==> src/rtl/sillyfunction_bist_if.sv <==
// Signal bundle between the sillyfunction BIST controller and its surroundings:
// system control (start/abort/status) plus the drive/observe pins of the block under test.
interface sillyfunction_bist_if;
  logic       start;
  logic       abort;
  logic       y;
  logic       a;
  logic       b;
  logic       c;
  logic       busy;
  logic       done;
  logic       pass;
  logic [3:0] err_count;
  logic [2:0] first_fail;
  logic       first_fail_valid;

  modport master (
    input  start, abort, y,
    output a, b, c, busy, done, pass, err_count, first_fail, first_fail_valid
  );

  modport slave (
    output start, abort, y,
    input  a, b, c, busy, done, pass, err_count, first_fail, first_fail_valid
  );
endinterface

==> src/rtl/sillyfunction_bist.sv <==
// BIST controller for the 3-input sillyfunction block: walks {a,b,c} through all
// eight vectors, samples y after SETTLE cycles and scores it against GOLDEN.
module sillyfunction_bist #(
  parameter int unsigned SETTLE = 2,
  parameter logic [7:0]  GOLDEN = 8'h31
) (
  input  logic                 clk,
  input  logic                 reset_n,
  sillyfunction_bist_if.master bus
);

  localparam logic [3:0] SETTLE_M1 = 4'(SETTLE - 1);

  typedef enum logic [1:0] {S_IDLE, S_RUN, S_DONE} state_e;

  state_e     r_state;
  state_e     w_next;
  logic [2:0] r_vec;
  logic [3:0] r_cnt;
  logic [3:0] r_err;
  logic [2:0] r_first_fail;
  logic       r_first_fail_valid;
  logic [2:0] r_abc;
  logic       r_done;
  logic       w_sample;
  logic       w_last;
  logic       w_miss;

  assign w_sample = (r_state == S_RUN) && (r_cnt == SETTLE_M1);
  assign w_last   = w_sample && (r_vec == 3'd7);

  // An unknown y fails the equality test and falls through to the mismatch default.
  always_comb begin
    w_miss = 1'b1;
    if (bus.y == GOLDEN[r_vec]) w_miss = 1'b0;
  end

  // NOTE: state and datapath registers use non-blocking assignments so every
  // flop samples pre-edge values; blocking here would create order-dependent races.
  always_ff @(posedge clk or negedge reset_n) begin
    if (!reset_n) r_state <= S_IDLE;
    else          r_state <= w_next;
  end

  // NOTE: combinational blocks assign a default first so no path leaves a
  // variable unassigned, which would otherwise infer a latch.
  always_comb begin
    w_next = r_state;
    if (bus.abort) begin
      w_next = S_IDLE;
    end else begin
      case (r_state)
        S_IDLE:  if (bus.start) w_next = S_RUN;
        S_RUN:   if (w_last)    w_next = S_DONE;
        S_DONE:  if (bus.start) w_next = S_RUN;
        default: w_next = S_IDLE;
      endcase
    end
  end

  always_ff @(posedge clk or negedge reset_n) begin
    if (!reset_n) begin
      r_vec              <= '0;
      r_cnt              <= '0;
      r_err              <= '0;
      r_first_fail       <= '0;
      r_first_fail_valid <= 1'b0;
      r_abc              <= '0;
      r_done             <= 1'b0;
    end else if (bus.abort) begin
      r_vec              <= '0;
      r_cnt              <= '0;
      r_err              <= '0;
      r_first_fail       <= '0;
      r_first_fail_valid <= 1'b0;
      r_abc              <= '0;
      r_done             <= 1'b0;
    end else begin
      r_done <= 1'b0;
      case (r_state)
        S_IDLE, S_DONE: begin
          if (bus.start) begin
            r_vec              <= '0;
            r_cnt              <= '0;
            r_err              <= '0;
            r_first_fail       <= '0;
            r_first_fail_valid <= 1'b0;
            r_abc              <= '0;
          end
        end
        S_RUN: begin
          if (w_sample) begin
            if (w_miss) begin
              r_err <= r_err + 4'd1;
              if (!r_first_fail_valid) begin
                r_first_fail       <= r_vec;
                r_first_fail_valid <= 1'b1;
              end
            end
            r_cnt <= '0;
            if (w_last) begin
              r_abc  <= '0;
              r_done <= 1'b1;
            end else begin
              r_vec <= r_vec + 3'd1;
              r_abc <= r_vec + 3'd1;
            end
          end else begin
            r_cnt <= r_cnt + 4'd1;
          end
        end
        default: ;
      endcase
    end
  end

  always_comb begin
    bus.busy             = (r_state == S_RUN);
    bus.pass             = (r_state == S_DONE) && (r_err == 4'd0);
    bus.done             = r_done;
    bus.err_count        = r_err;
    bus.first_fail       = r_first_fail;
    bus.first_fail_valid = r_first_fail_valid;
    bus.a                = r_abc[2];
    bus.b                = r_abc[1];
    bus.c                = r_abc[0];
  end

endmodule

==> src/flat_wrapper.sv <==
// flat-port wrapper written by rule: the top's interface ports become plain ports
module sillyfunction_bist_flat 
#(
  parameter int unsigned SETTLE = 2,
  parameter logic [7:0]  GOLDEN = 8'h31
)
  (clk, reset_n, bus_start, bus_abort, bus_y, bus_a, bus_b, bus_c, bus_busy, bus_done, bus_pass, bus_err_count, bus_first_fail, bus_first_fail_valid);
  sillyfunction_bist_if bus_i ();
  input  logic clk;
  input  logic reset_n;
  input wire logic [$bits(bus_i.start)-1:0] bus_start;
  input wire logic [$bits(bus_i.abort)-1:0] bus_abort;
  input wire logic [$bits(bus_i.y)-1:0] bus_y;
  output wire logic [$bits(bus_i.a)-1:0] bus_a;
  output wire logic [$bits(bus_i.b)-1:0] bus_b;
  output wire logic [$bits(bus_i.c)-1:0] bus_c;
  output wire logic [$bits(bus_i.busy)-1:0] bus_busy;
  output wire logic [$bits(bus_i.done)-1:0] bus_done;
  output wire logic [$bits(bus_i.pass)-1:0] bus_pass;
  output wire logic [$bits(bus_i.err_count)-1:0] bus_err_count;
  output wire logic [$bits(bus_i.first_fail)-1:0] bus_first_fail;
  output wire logic [$bits(bus_i.first_fail_valid)-1:0] bus_first_fail_valid;
  assign bus_i.start = bus_start;
  assign bus_i.abort = bus_abort;
  assign bus_i.y = bus_y;
  assign bus_a = bus_i.a;
  assign bus_b = bus_i.b;
  assign bus_c = bus_i.c;
  assign bus_busy = bus_i.busy;
  assign bus_done = bus_i.done;
  assign bus_pass = bus_i.pass;
  assign bus_err_count = bus_i.err_count;
  assign bus_first_fail = bus_i.first_fail;
  assign bus_first_fail_valid = bus_i.first_fail_valid;
  sillyfunction_bist #(.SETTLE(SETTLE), .GOLDEN(GOLDEN)) u_core (.clk(clk), .reset_n(reset_n), .bus(bus_i));
endmodule
==> config.mk <==
export PLATFORM = sky130hd
export DESIGN_NAME = sillyfunction_bist_flat
export DESIGN_NICKNAME = d
export VERILOG_FILES = /design/src/rtl/sillyfunction_bist_if.sv /design/src/rtl/sillyfunction_bist.sv /design/src/flat_wrapper.sv
export SDC_FILE = /design/constraint.sdc
export NUM_CORES = 1
export LEC_CHECK = 0
export BUFFER_PORTS_ARGS = -buffer_cell sky130_fd_sc_hd__buf_2
export CORE_ASPECT_RATIO = 0.9
export CORE_MARGIN = 4
export CORE_UTILIZATION = 35
export CTS_CLUSTER_DIAMETER = 200
export DETAILED_ROUTE_END_ITERATION = 10
export SYNTH_ARGS = -nofsm -noshare
export SYNTH_HDL_FRONTEND = slang
export SYNTH_SLANG_ARGS = --single-unit
==> constraint.sdc <==
create_clock -name clk -period 2.7 [get_ports clk]
set_clock_uncertainty 0.2 [all_clocks]
set_input_delay 0.135 -clock clk [delete_from_list [all_inputs] [get_ports clk]]
set_output_delay 0.135 -clock clk [all_outputs]
set_load 0.1 [all_outputs]
### Word-level counts from Yosys, hierarchy flattened

Memory sizes are Yosys's and may differ from the RTL's.
Index checks and enable logic that the tools add are counted.

| word-level totals | value |
|---|---|
| bits in registers | 21 |
| memory bits (read-only) | 8 |
| memories kept | 1 |

Memories:

| name | depth | bits a word | read ports | clocked after memory_dff | write ports | line | source |
|---|---|---|---|---|---|---|---|
| (no name shown) | 8 | 1 | 1 | 0 | 0 | sillyfunction_bist.sv:35 | `if (bus.y == GOLDEN[r_vec]) w_miss = 1'b0;` |

| cells by class | value |
|---|---|
| $add $sub $neg | 3 |
| magnitude comparators | 1 |
| equality and inequality tests | 11 |
| multiplexer cells | 36 |
| reduce and logical (&&, ||, !) cells | 13 |

Operators by type and width:

| operator | count |
|---|---|
| $mux 3 | 11 |
| $mux 4 | 6 |
| $pmux 3 s2 | 3 |
| $pmux 4 s2 | 2 |
| $mux 1 | 9 |
| $ne 3x3->1 const B | 3 |
| $add 4x1->4 const B | 2 |
| $reduce_and 4->1 | 2 |
| $mux 2 | 3 |
| $ne 3x2->1 const B | 2 |
| $reduce_and 5->1 | 1 |
| $eq 4x1->1 const B | 1 |
| $logic_not 4->1 | 1 |
| $lt 3x4->1 const B | 1 |
| $pmux 2 s2 | 1 |
| $reduce_and 2->1 | 2 |
| $add 3x1->3 const B | 1 |
| $eq 3x3->1 const B | 1 |
| $logic_and 1x1->1 | 3 |
| $ne 3x1->1 const B | 1 |
| $reduce_and 3->1 | 1 |
| $reduce_bool 3->1 | 1 |
| $eq 2x1->1 const B | 1 |
| $eq 2x2->1 const B | 1 |
| 4 further kinds | 4 |

### Depth between registers and ports, before layout

Gate-level depths: netlist of the first run.

| logic depth | value |
|---|---|
| depth after elaboration | 7 |
| depth in mapped cells | 8 |
| depth with buffers taken out | 7 |

### Least setup slack after synthesis of the first run

Ideal clock, no wire load.

| path | value |
|---|---|
| path kind | reg-to-output |
| start | reg u_core.r_err[0], in the netlist u_core.bus.err_count[0] |
| end | out bus_pass |
| arrival time | 1939 ps |
| slack | 426 ps |
| cell stages (with the launch flop) | 4 |
| path through | dfrtp_1 -> inv_1 -> ha_1 -> and4b_1 |

| between the ends | value |
|---|---|
| word-level cells in the longest chain between the ends | 2 |

Ends and longest elaborated chain:

| element | line | source |
|---|---|---|
| start: declaration | sillyfunction_bist.sv:20 | `logic [3:0] r_err;` |
| start signal: assignment | sillyfunction_bist.sv:94 | `r_err <= r_err + 4'd1;` |
| $logic_not 4->1 | sillyfunction_bist.sv:119 | `bus.pass = (r_state == S_DONE) && (r_err == 4'd0);` |
| $logic_and 1x1->1 | sillyfunction_bist.sv:119 |  |
| end: declaration | flat_wrapper.sv:19 | `output wire logic [$bits(bus_i.pass)-1:0] bus_pass;` |

No other way between the ends.

### Worst setup path in the final report of the first run

| path | value |
|---|---|
| start | reg u_core.r_vec[0] |
| end | reg u_core.r_err[3], in the netlist u_core.bus.err_count[3] |

| between the ends | value |
|---|---|
| word-level cells in the longest chain between the ends | 5 |

Ends and longest elaborated chain:

| element | line | source |
|---|---|---|
| start: declaration | sillyfunction_bist.sv:18 | `logic [2:0] r_vec;` |
| start signal: assignment | sillyfunction_bist.sv:105 | `r_vec <= r_vec + 3'd1;` |
| $mem_v2 8x1 | -- |  |
| $mux 1 (implied by the code) | sillyfunction_bist.sv:35 |  |
| $eq 1x1->1 | sillyfunction_bist.sv:35 |  |
| $ne 3x3->1 (no line) | -- |  |
| $reduce_and 4->1 (no line) | -- |  |

No other way between the ends. The select of a mux whose other input is x is not followed.
A chain may end at the register's enable or synchronous reset.

==> metrics.md, run 1 <==
| Metric | Value |
|---|---|
| CORE AREA | 3090 um^2 |
| Pwr per Cell Area | approximately 460 nW/um^2 |
| Fmax | 463 MHz |
| Initial Utilization | 0.367 |
| Number of CTS-inserted buffers | 3 |
| Number of global-route vias before repair | 813 |
| I/O pins | 19 |
| Horizontal extent of the die | 68.0 um |
| Design Power | 0.620 mW |
| Adder-cell share of the synthesized area | 0.0773 |
| Count of unresolved DRC violations after routing | 0 |
| Count of cells resized by post-cts repair | 0 |
| Fin. max-slew vios | 0 |
| Distinct cell type count of the synthesized netlist | 38 |
| Critical Path Slowest Stage Cell | dfrtp_1 |
| Fraction of final layout cells with drive strength greater than 1 | 0.287 |
| Global-route track usage on met2 | 0.188 |
| Share of the clock period used by the worst path after layout | 0.799 |
| Number of fillers in the final layout | 302 |
| Multiplexer area fraction after synthesis | 0.0221 |
| Tightest slew margin relative to the limit | 0.677 |
| Placement Rows | 19 |
| Mean cell area of the mapped netlist | 11.0 um^2 |
| Minimum hold slack | 0.0915 ns |
| Combinational family with the most area after synthesis | simple AND/OR/NAND/NOR gates |
| Tmin final | 2.16 ns |
| Met1 GRT Util | 0.138 |
| Clock insertion delay at the later pin of the skew report | 0.31 ns |
| RSZ-0062 raised after global routing | no |
| Setup violations, final | 0 |
| Diode insertion count for antenna repair | 0 |
| Average wire length per cell after detail routing | 12.5 um |
| Critical path peak fanout | 4 |
| # port buffers | 18 |
| Grt ovf | 0 |
| WS Path Type | flop to flop |
| CP Cell Sequence | inv_1 > ha_1 > or2_0 > and3_1 > o21ai_1 > nand2_1 > a211o_1 |
| Post-synthesis instance area | ~1100 um^2 |
| Global-route track usage on met3 | 0.0432 |
| Ratio of routed vias to standard cells | 5.00 |
| Maximum vdd ir drop | roughly 0.27 mV |
| Cells after DPL | 163 |
| Post-Syn Nets | 115 |
| Count of buffers added by post-CTS timing repair for setup | 0 |
| First drt pass iteration count | 4 |
| Total negative slack for setup checks | 0 ns |
| Simple logic cell fraction of the synthesized area | 0.272 |
| Post-Synth XOR/XNOR Area | 0 |
| Clk root buf | clkbuf_4 |
| Fraction of the yosys area taken by sequential cells | 0.464 |
| Setup slack at placement | around 0.55 ns |
| Final weighted congestion of routability-driven global placement | 0.766 |
| Area added between synthesis and finish | 18.2% |
| Crit. End Element | flop |
| Iteration-0 DRC Markers | 29 |
| Number of H-tree levels | 1 |
| Number of buffers added to fix hold violations after cts | 4 |
| Wire length of the first global-routing pass | approximately 3500 um |
| Number of antenna violations at the first check in global routing | 0 |
| Largest buffer count on any clock path | 2 |
| Measured slew at the worst slew-check pin | 0.488 ns |
| Post-synthesis compound-gate area fraction | 0.139 |
| Global-route usage over all layers | 0.111 |
| Endpoint arrival time on the critical path | 2.17 ns |
| Die span in y | 62.0 um |
| Largest incremental delay on the critical path | between 0.4 and 0.5 ns |
| Run status | finished, final reports clean |
| Via count of the routed design | 855 |
| Type of the worst min-delay path | primary input to async pin |
| Post-layout nets | 142 |
| Max cap viols | 0 |
| R2R Setup Slk | roughly 0.54 ns |
| Die area | 4210 um^2 |
| CTS tree | done |
| Final Hold Fails | 0 |
| GR peak layer | met2 |
| Final routed wirelength across all metal layers | 2140 um |
| Family with the most delay on the worst path | simple AND/OR/NAND/NOR gates |
| Buf+Inv Stages, Crit Path | 1 |
| Required time of the critical path | approximately 2.7 ns |
| Gate count of the mapped netlist | roughly 100 |
| Post-route ant nets | 0 |
| Number of standard cells in the final layout excluding fillers | 171 |
| Startpoint kind of the worst setup timing path | flop |
| Detail Placement HPWL | between 1500 and 2000 um |
| Maximum number of pins on one net before global-route repair | 22 |
| Flip-flop and latch count after synthesis | 21 |
| Min setup slack post-route | 0.542 ns |
| Leakage dissipation | roughly 0.68 nW |
| Clock transition at the register clock pins on the worst setup and hold paths after CTS | 0.12 ns |
| Clock sink total | 21 |
| Syn. warnings | 0 |
## kinds of logic after synthesis
family | Yosys count
multiplexers | 2
flip-flops | 21
AO/OA/AOI/OAI | 24
buffers and inverters | 6
adder cells (fa/ha/maj) | 7
AND/OR/NAND/NOR | 43
## per-stage QoR
step | util | instance area (um^2)
after floorplan | - | 1130
after global placement | 0.412 | 1270
after detailed placement | 0.412 | 1270
after CTS | 0.434 | 1340
after global routing | 0.434 | 1340
final | 0.434 | 1340
## state kept, by name (all words and copies together) (netlist names)
signal,count
u_core.r_state,2
u_core.r_abc,3
u_core.r_cnt,4
u_core.bus.first_fail_valid,1
u_core.bus.done,1
u_core.r_vec,3
u_core.bus.err_count,4
u_core.bus.first_fail,3
## metal layers
layer	up-vias	wire length, um
met5	-	0
met4	0	8
met3	2	99
met2	15	1040
met1	419	994
li1	419	-
## synthesized netlist by cell type
cell | n | area share
o21ai_1 | 2 | 0.0088
o31ai_1 | 1 | 0.0066
a21o_1 | 2 | 0.013
nand2b_1 | 1 | 0.0055
a32o_1 | 1 | 0.0088
o211ai_1 | 1 | 0.0066
nor2_2 | 3 | 0.017
o21bai_1 | 1 | 0.0066
nor2_1 | 3 | 0.0099
a21oi_1 | 3 | 0.013
nor3_2 | 1 | 0.0088
nor3_4 | 1 | 0.014
or2_1 | 1 | 0.0055
or3b_4 | 1 | 0.0099
dfrtp_1 | 21 | 0.46
nand4_1 | 2 | 0.011
nor3_1 | 2 | 0.0088
buf_6 | 1 | 0.0099
nor3b_4 | 2 | 0.033
nand3_1 | 3 | 0.013
nor2_4 | 1 | 0.0099
nor4_4 | 1 | 0.019
a211o_1 | 1 | 0.0077
a22o_1 | 4 | 0.031
or3b_2 | 1 | 0.0077
or2_0 | 1 | 0.0055
mux2i_1 | 1 | 0.0088
ha_1 | 7 | 0.077
a31oi_1 | 1 | 0.0055
nor2b_1 | 2 | 0.011
inv_1 | 5 | 0.017
and4b_1 | 1 | 0.0088
nand2_1 | 11 | 0.036
nand2b_2 | 1 | 0.0077
mux2_4 | 1 | 0.013
and3_1 | 3 | 0.017
nor2b_4 | 1 | 0.012
o21ai_0 | 7 | 0.031
## where the power goes
group | total [mW] | switching, mW | internal (mW) | leakage (nW)
combinational | 0.136 | 0.0967 | 0.0388 | 0.375
clock | 0.150 | 0.0951 | 0.0553 | 0.0177
sequential | 0.334 | 0.0104 | 0.324 | 0.290
total | 0.620 | 0.202 | 0.418 | 0.682
## layout by cell type, fill, tap and decap left out, types with 4 or more instances in the layout
| cell | count |
|---|---|
| inv_1 | 5 |
| ha_1 | 7 |
| nand2_1 | 11 |
| o21ai_0 | 7 |
| a22o_1 | 4 |
| dfrtp_1 | 21 |
| dlygate4sd3_1 | 4 |
| buf_2 | 18 |
## worst paths after layout
kind                                       from                       to  cells after the start
max in group asynchronous               reset_n          u_core.r_abc[1]                      2
worst max register to register  u_core.r_vec[0]  u_core.bus.err_count[3]                      7
worst max-delay path            u_core.r_vec[0]  u_core.bus.err_count[3]                      7
min in group clk                          bus_y  u_core.bus.err_count[2]                      5
worst min-delay path                    reset_n  u_core.bus.err_count[0]                      2
worst min register to register  u_core.r_abc[0]          u_core.r_abc[0]                      1
## final cells by class
type	instances	area [um^2]	share of cell area
inverter	5	18.8	0.0140
sequential	21	526	0.392
clock buffer	3	22.5	0.0168
tap	42	52.6	0.0392
timing repair buffer	23	138	0.103
multi-input combinational	76	578	0.431
clock inverter	1	5.00	0.00373
(Power assumes the default switching activity.)
==> run 2: changes to the inputs <==
==> constraint.sdc (replaced) <==
create_clock -name clk -period 2 [get_ports clk]
set_clock_uncertainty 0.2 [all_clocks]
set_input_delay 0.1 -clock clk [delete_from_list [all_inputs] [get_ports clk]]
set_output_delay 0.1 -clock clk [all_outputs]
set_load 0.1 [all_outputs]
==> run 2 against run 1 <==
Maximum frequency is 10% higher. Non-clock buffer count rose by 4. Sequential power rose by 35%. Final cell count increased by 2.3%. Core utilization is 3.0 points higher. Clock-buffer cell count unchanged. Clock power up 41%. Wire length up 6.7%. Setup slack lost 0.50 ns. Largest power group unchanged.
==> metrics.md, run 2 (synthesized netlist as in run 1, its figures left out) <==
| Metric | Value |
|---|---|
| Run status | finished, final reports clean (unchanged) |
| Number of standard cells in the final layout excluding fillers | 175 (was 171) |
| Setup violations, final | 0 (unchanged) |
| Pwr per Cell Area | 610 nW/um^2 (was 463 nW/um^2) |
| CP Cell Sequence | inv_2 > ha_2 > or2_1 > and3_4 > or2_4 > nor4_4 > a22o_1 (was inv_1 > ha_1 > or2_0 > and3_1 > o21ai_1 > nand2_1 > a211o_1) |
| Grt ovf | 0 (unchanged) |
| Via count of the routed design | 880 (was 855) |
| Clock sink total | 21 (unchanged) |
| Largest buffer count on any clock path | 2 (unchanged) |
| Post-layout nets | 146 (was 142) |
| Required time of the critical path | 2.06 ns (was 2.71 ns) |
| Measured slew at the worst slew-check pin | 0.485 ns (was 0.488 ns) |
| Global-route usage over all layers | 0.123 (was 0.111) |
| Comb power frac | 0.243 (was 0.219) |
| CTS tree | done (unchanged) |
| Cells after DPL | 166 (was 163) |
| Share of the clock period used by the worst path after layout | 0.981 (was 0.799) |
| Number of H-tree levels | 1 (unchanged) |
| CORE AREA | 3090 um^2 (unchanged) |
| Initial Utilization | 0.367 (unchanged) |
| Met1 GRT Util | 0.144 (was 0.138) |
| Count of unresolved DRC violations after routing | 0 (unchanged) |
| Highest-count cells in the layout ignoring fill and taps | dfrtp_1, buf_2, nand2_1 (unchanged) |
| Clock insertion delay at the later pin of the skew report | 0.31 ns (about the same) |
| Type of the worst min-delay path | primary input to async pin (unchanged) |
| Min setup slack post-route | 0.0386 ns (was 0.542 ns) |
| Area added between synthesis and finish | 26.4% (was 18.2%) |
| Cell Int Power | 0.582 mW (was 0.418 mW) |
| Iteration-0 DRC Markers | 57 (was 29) |
| GR peak layer | met2 (unchanged) |
| Critical Path Slowest Stage Cell | dfrtp_1 (unchanged) |
| Wire length of the first global-routing pass | 3870 um (was 3530 um) |
| # port buffers | 18 (unchanged) |
| Maximum number of pins on one net before global-route repair | 22 (unchanged) |
| Clk root buf | clkbuf_4 (unchanged) |
| Reg-to-reg startpoint | u_core.r_vec[1] (was u_core.r_vec[0]) |
| Ratio of routed vias to standard cells | 5.03 (was 5.00) |
| Die span in y | 62.0 um (unchanged) |
| Fraction of power spent switching nets | 0.334 (was 0.326) |
| Placement Rows | 19 (unchanged) |
| Design Power | 0.875 mW (was 0.620 mW) |
| Fin. max-slew vios | 0 (unchanged) |
| Proportion of power drawn by the clock network | 0.241 (was 0.243) |
| Final routed wirelength across all metal layers | 2280 um (was 2140 um) |
| Tightest slew margin relative to the limit | 0.677 (about the same) |
| Fmax | 510 MHz (was 463 MHz) |
| First drt pass iteration count | 4 (unchanged) |
| Fraction of final layout cells with drive strength greater than 1 | 0.421 (was 0.287) |
| Post-route ant nets | 0 (unchanged) |
| Minimum hold slack | 0.0614 ns (was 0.0915 ns) |
| Detail Placement HPWL | 1710 um (was 1620 um) |
| Endpoint arrival time on the critical path | 2.02 ns (was 2.17 ns) |
| Leakage dissipation | 0.709 nW (was 0.682 nW) |
| Average wire length per cell after detail routing | 13.0 um (was 12.5 um) |
| Tmin final | 1.96 ns (was 2.16 ns) |
| Crit. End Element | flop (unchanged) |
| Clock transition at the register clock pins on the worst setup and hold paths after CTS | 0.13 ns (was 0.12 ns) |
| Final weighted congestion of routability-driven global placement | 0.776 (was 0.766) |
| Most common library cell in the layout ignoring fill and taps | dfrtp_1 (unchanged) |
| Final Hold Fails | 0 (unchanged) |
| Reg power frac | 0.515 (was 0.539) |
| Global-route track usage on met2 | 0.212 (was 0.188) |
| Horizontal extent of the die | 68.0 um (unchanged) |
| RSZ-0062 raised after global routing | yes (was no) |
| Number of antenna violations at the first check in global routing | 0 (unchanged) |
| Critical path peak fanout | 3 (was 4) |
| Die area | 4210 um^2 (unchanged) |
| Setup slack at placement | -0.00246 ns (was 0.551 ns) |
| Global-route track usage on met3 | 0.0468 (was 0.0432) |
| Net load switching power | 0.292 mW (was 0.202 mW) |
| Number of CTS-inserted buffers | 3 (unchanged) |
| Diode insertion count for antenna repair | 0 (unchanged) |
| Total negative slack for setup checks | 0 ns (unchanged) |
| Maximum vdd ir drop | 0.491 mV (was 0.266 mV) |
| WS Path Type | flop to flop (unchanged) |
| Source of the critical timing path | u_core.r_vec[1] (was u_core.r_vec[0]) |
| Startpoint kind of the worst setup timing path | flop (unchanged) |
| Largest incremental delay on the critical path | 0.38 ns (was 0.41 ns) |
| I/O pins | 19 (unchanged) |
| Number of global-route vias before repair | 880 (was 813) |
| Max cap viols | 0 (unchanged) |
==> run 2: cell type report <==
type	count	area [um^2]
sequential	21	528
timing repair buffer	27	168
tap	42	52.6
multi-input combinational	76	638
inverter	5	18.8
clock inverter	1	5.00
fill	296	1660
clock buffer	3	22.5
==> run 2: final timing paths <==
kind                                       endpoint  slack (ns)  cells after the start
max                        u_core.bus.first_fail[1]        0.04                      7
min                         u_core.bus.err_count[3]        0.06                      2
max reg2reg                u_core.bus.first_fail[1]        0.04                      7
min reg2reg                         u_core.r_abc[0]        0.29                      1
max in group asynchronous   u_core.bus.err_count[0]        1.19                      2
min in group clk            u_core.bus.err_count[1]        0.16                      5
==> run 2: stage by stage <==
| step | instance area, um^2 | util |
|---|---|---|
| after floorplan | 1170 | - |
| after global placement | 1330 | 0.430 |
| after detailed placement | 1330 | 0.430 |
| after CTS | 1400 | 0.453 |
| after global routing | 1430 | 0.464 |
| final | 1430 | 0.464 |
==> run 2: per-layer routing <==
metal | up-vias | part of all wire
met2 | 14 | 0.49
met4 | 0 | 0.0079
met1 | 437 | 0.46
met5 | - | 0
met3 | 2 | 0.049
li1 | 427 | -
==> run 2: repair_timing <==
item | 4_1_cts | 5_1_grt
setup buffers | 0 | 2
hold endpoints to repair | 24 | 0
hold buffers | 3 | 0
resized for setup | 4 | 7
endpoints found under the setup margin | 3 | 7
pin swaps | 4 | 7
==> run 2: power by group through the flow <==
stage / registers, mW / clock network, mW / logic (mW)
floorplan: 0.503 / 0 / 0.107
global placement: 0.457 / 0 / 0.194
detailed placement: 0.458 / 0 / 0.195
CTS: 0.450 / 0.222 / 0.206
global route: 0.453 / 0.238 / 0.230
finish: 0.451 / 0.211 / 0.213
==> run 2: worst max-delay path: cells and delay by family (launching register included) <==
family          cells  cell delay (ns)
buf+inv             1             0.04
compound gates      1             0.17
flops               1             0.38
fa+ha+maj           1             0.15
simple gates        4             0.96
